==> src/rtl/object_buffer.sv <==
// object_buffer
//   Entry FIFO between the table-entry fetch stage and the serializer.
//   Each accepted TABLE_ENTRY is stored together with its table-nesting
//   depth and an end-of-message flag. Entries are presented in order.
//
// Ports
//   clk        : clock, all state updates on the rising edge
//   reset      : synchronous active-low reset
//   ob_valid   : fetch presents a valid entry
//   entry      : [127:64] header (bit 64 = nested flag), [63:0] child pointer
//   ob_full    : buffer cannot accept; fetch holds its entry while high
//   out_valid  : head entry is available
//   out_ready  : serializer consumes the head this cycle
//   out_entry  : head entry, unmodified
//   out_depth  : nesting depth tag of the head entry
//   out_last   : head entry is the end-of-message marker
//   count      : current occupancy
//   nest_err   : sticky nesting-overflow flag, cleared only by reset
module object_buffer #(
  parameter int unsigned DEPTH  = 8,
  parameter int unsigned NEST_W = 4
) (
  input  logic                     clk,
  input  logic                     reset,
  input  logic                     ob_valid,
  input  logic [127:0]             entry,
  output logic                     ob_full,
  output logic                     out_valid,
  input  logic                     out_ready,
  output logic [127:0]             out_entry,
  output logic [NEST_W-1:0]        out_depth,
  output logic                     out_last,
  output logic [$clog2(DEPTH):0]   count,
  output logic                     nest_err
);

  localparam int unsigned AW = $clog2(DEPTH);
  localparam logic [AW:0]       FULL_CNT = (AW+1)'(DEPTH);
  localparam logic [NEST_W-1:0] NEST_MAX = '1;

  // Storage (no reset: contents are don't-care until written)
  logic [127:0]      r_mem_entry [DEPTH];
  logic [NEST_W-1:0] r_mem_depth [DEPTH];
  logic [DEPTH-1:0]  r_mem_last;

  logic [AW-1:0]     r_wr_ptr;
  logic [AW-1:0]     r_rd_ptr;
  logic [AW:0]       r_count;
  logic [NEST_W-1:0] r_nest;
  logic              r_nest_err;

  logic              w_full;
  logic              w_valid;
  logic              w_push;
  logic              w_pop;
  logic              w_hdr_zero;
  logic              w_hdr_nested;
  logic [NEST_W-1:0] w_tag_depth;
  logic              w_tag_last;
  logic [NEST_W-1:0] w_nest_nxt;
  logic              w_nest_ovf;

  // Flags decode only from the registered count
  assign w_full  = (r_count == FULL_CNT);
  assign w_valid = (r_count != '0);
  assign w_push  = ob_valid && !w_full;
  assign w_pop   = w_valid && out_ready;

  assign w_hdr_zero   = (entry[127:64] == '0);
  assign w_hdr_nested = entry[64];

  // Tag and next nesting level for the entry being offered
  always_comb begin
    w_tag_depth = r_nest;
    w_tag_last  = 1'b0;
    w_nest_nxt  = r_nest;
    w_nest_ovf  = 1'b0;
    if (w_hdr_zero) begin
      w_tag_last = (r_nest == '0);
      if (r_nest != '0) begin
        w_nest_nxt = r_nest - NEST_W'(1);
      end
    end else if (w_hdr_nested) begin
      if (r_nest == NEST_MAX) begin
        w_nest_ovf = 1'b1;
      end else begin
        w_nest_nxt = r_nest + NEST_W'(1);
      end
    end
  end

  // Control state
  always_ff @(posedge clk) begin
    if (!reset) begin
      r_wr_ptr   <= '0;
      r_rd_ptr   <= '0;
      r_count    <= '0;
      r_nest     <= '0;
      r_nest_err <= 1'b0;
    end else begin
      if (w_push) begin
        r_wr_ptr <= r_wr_ptr + AW'(1);
        r_nest   <= w_nest_nxt;
        if (w_nest_ovf) begin
          r_nest_err <= 1'b1;
        end
      end
      if (w_pop) begin
        r_rd_ptr <= r_rd_ptr + AW'(1);
      end
      case ({w_push, w_pop})
        2'b10:   r_count <= r_count + (AW+1)'(1);
        2'b01:   r_count <= r_count - (AW+1)'(1);
        default: r_count <= r_count;
      endcase
    end
  end

  // Storage write; an entry offered during a reset cycle is dropped
  always_ff @(posedge clk) begin
    if (reset && w_push) begin
      r_mem_entry[r_wr_ptr] <= entry;
      r_mem_depth[r_wr_ptr] <= w_tag_depth;
      r_mem_last[r_wr_ptr]  <= w_tag_last;
    end
  end

  assign ob_full   = w_full;
  assign out_valid = w_valid;
  assign out_entry = r_mem_entry[r_rd_ptr];
  assign out_depth = r_mem_depth[r_rd_ptr];
  assign out_last  = r_mem_last[r_rd_ptr];
  assign count     = r_count;
  assign nest_err  = r_nest_err;

endmodule

==> config.mk <==
export PLATFORM = sky130hd
export DESIGN_NAME = object_buffer
export DESIGN_NICKNAME = d
export VERILOG_FILES = /design/src/rtl/object_buffer.sv
export SDC_FILE = /design/constraint.sdc
export NUM_CORES = 1
export LEC_CHECK = 0
export BUFFER_PORTS_ARGS = -buffer_cell sky130_fd_sc_hd__buf_2
export CAP_MARGIN = 10
export CORE_UTILIZATION = 45
export CTS_CLUSTER_DIAMETER = 50
export DETAILED_ROUTE_END_ITERATION = 16
export HOLD_SLACK_MARGIN = 0.05
export PLACE_DENSITY = 0.61
export SLEW_MARGIN = 20
export SYNTH_ARGS = -nofsm -noshare
export SYNTH_HDL_FRONTEND = slang
export SYNTH_SLANG_ARGS = --single-unit
export TNS_END_PERCENT = 50
==> constraint.sdc <==
create_clock -name clk -period 17.7 [get_ports clk]
set_clock_uncertainty 0.15 [all_clocks]
set_input_delay 0.885 -clock clk [delete_from_list [all_inputs] [get_ports clk]]
set_output_delay 0.885 -clock clk [all_outputs]
set_load 0.03 [all_outputs]
==> run metrics <==
P_int 4.715 mW; post-layout minimum cycle time between 5000 and 6000 ps; Resize count post-CTS 0; design area approximately 48000 sq um; final hold vios 0; max cap viols 0; iteration-0 DRC count of the detailed router 1298; Synth top area share between 70% and 80%; buffer depth of the longest clock path 3; synthesized instance count roughly 1700; post-synth top area cell edfxtp_1; Post-Syn Nets around 1800; R2R depth 6; mux contribution to synthesized area a little under a fifth; WHS Path Cells 1; Die W a little over 300 um; Tcrit/Tclk final 28.34%; Reg area about 32000 sq um; XOR/XNOR Fraction of Synth Area 0.1712%; Pleak roughly 15 nW; overall power 6.295 mW; drt total wl ~85000 um; non-filler cells, final 3307; Top Usage Layer GRT met2; Initial Utilization 45.46%; total die area between 90000 and 100000 sq um; top-count cell post-synth edfxtp_1; Compound-Gate Fraction of Synth Area less than 1%; DIE HEIGHT about 300 um; Clock Latency Late Sink just under 700 ps; HPWL reported at the end of detailed placement 45390 um; vias in the first global route slightly below 20000; RSZ-0062 raised after global routing false; Overflow after GRT 0; crit path launch type flip-flop; Post-layout nets 2164; clock share of power between 30% and 40%; relative slew slack around 27%; met2 usage 30.52%; Cell Area, Synth about 41000 sq um; clk slew on worst S/H paths 60 ps; Cell Area, Placed about 44000 sq um; area delta synth->final 16.46%; commonest cells in the netlist edfxtp_1 (1064), mux4_2 (266), mux2_2 (133); Most used DFF post-synth edfxtp_1; PwrDens 132.1 nW/um^2; largest family of logic cells by synthesized area multiplexers; FP Rows 110; synthesized area per cell 24.38 sq um; Comb power frac around 16%; placed insts between 3000 and 4000; arrival time worst endpoint 3980 ps; RePlAce Congestion about 0.72; Async SR Flop Fraction 0%; Core Area around 90000 sq um; Post-Synth Simple-Gate Area under 10%; global-route track usage on met3 about 4.5%; Port Buffers roughly 270; Area contributors post-synth edfxtp_1 (78%), mux4_2 (15%), mux2_2 (3.7%), dfxtp_1 (0.88%), clkbuf_1 (0.39%); net switching power roughly 1.6 mW; CTS tree done; Synth Warn # 0; I/O pins roughly 270; max-slew violations 0; Distinct cells, synth 40; Switching Fraction 25.11%; Seq/Total Area, Yosys 78.97%; Final setup violation count 0; final setup TNS 0 ps; Seq pwr share roughly 47%; drt drc 0; post-route ant nets 0; largest net degree at the start of global routing between 100 and 150; GRT met1 Usage about a quarter; CTS sink count about 1100; postcts setup bufs 0; Yosys reg bits between 1000 and 1500; CP required roughly 17000 ps; Post-synth EDFFs ~1100; Avg WL per Cell 25.79 um; drt via density around 5.5; first-pass GRT wire length between 100000 and 150000 um; fmax ~200 MHz; clock root buffer clkbuf_16; drt pass-1 iters 7; CTS H-Tree Depth 3; worst slew pin tran around 1100 ps; cts hold-fix bufs 0; initial antenna violation count 16; Worst Hold Class primary input to flip-flop; post-layout util between 50 and 60%; Layout fillers 6990; Total Routing Usage GR 18.54%; area occupied by multi-input gates just over 8000 sq um; via count 18340; CTS Buf Count roughly 120; Worst VDD drop ~82 uV; ratio of cells with drive above 1 in the final layout a little over two fifths; CP Class flip-flop to primary output; status complete, no violations; Worst setup EP type primary output; Post-Synth Adder-Cell Area 0.3119%; Crit Path Max Fanout slightly below 100
per-stage QoR:
step	setup WS [ps]	hold slack [ps]
after floorplan	2791	339.1
after global placement	12940	354.9
after detailed placement	12920	355.2
after CTS	12190	273.7
after global routing	12320	292.2
final	12680	325.2
registers in the layout (all words and copies together) (netlist names), named ones only:
signal,count
count,4
nest_err,1
r_mem_depth,32
r_wr_ptr,3
r_mem_entry,1024
r_nest,4
r_mem_last,8
r_rd_ptr,3
final cells by class:
class                      count  share of cell area (%)
tap                         1176                   3.088
clock buffer                 151                   6.711
timing repair buffer         303                   3.479
inverter                      10                 0.07877
clock inverter                72                   1.399
sequential                  1082                   67.83
antenna                        5                 0.02626
multi-input combinational    508                   17.39
power groups by stage:
| stage | clock network [mW] | logic [mW] | registers, mW |
|---|---|---|---|
| 2_1_floorplan | 0 | 0.723 | 2.99 |
| 3_3_place_gp | 0 | 0.986 | 2.99 |
| 3_5_place_dp | 0 | 0.993 | 2.99 |
| 4_1_cts | 2.44 | 0.997 | 2.94 |
| 5_1_grt | 2.54 | 1.05 | 2.94 |
| 6_report | 2.38 | 0.976 | 2.94 |
cell families after synthesis:
family          after synthesis
compound gates               19
xor+xnor                      8
fa+ha+maj                     9
buf+inv                      88
flops                      1082
mux                         399
simple gates                 73
path summary, 6_finish.rpt:
check             startpoint                  to  slack [ps]
setup reg to reg    count[1]  r_mem_entry[2][48]       14060
setup / recovery   flip-flop       out_entry[33]       12680
hold / removal     entry[37]  r_mem_entry[7][37]         330
hold reg to reg     count[3]            count[3]         370
per-layer routing:
layer	routed length, um	up-vias
met5	140	-
met4	1762	22
met3	4942	134
met2	42310	425
met1	36140	9836
li1	-	7927
critical path, stage by stage (launching register included):
cell and delay, ps:
dfxtp_4 770, buf_12 670, buf_6 660, mux4_2 590
mux2_2 290, buf_2 180
placed cells by master, fill, tap and decap left out, types with 13 or more instances in the layout:
master     count
clkbuf_1      22
clkinv_2      16
clkinv_1      26
buf_4         27
dfxtp_1       15
mux4_2       266
mux2_2       133
edfxtp_1    1064
clkbuf_16    119
buf_2        271
nand2_1       13
nor2_1        13
nor4_1        14
Note: power is estimated with default switching activity, not from simulation.
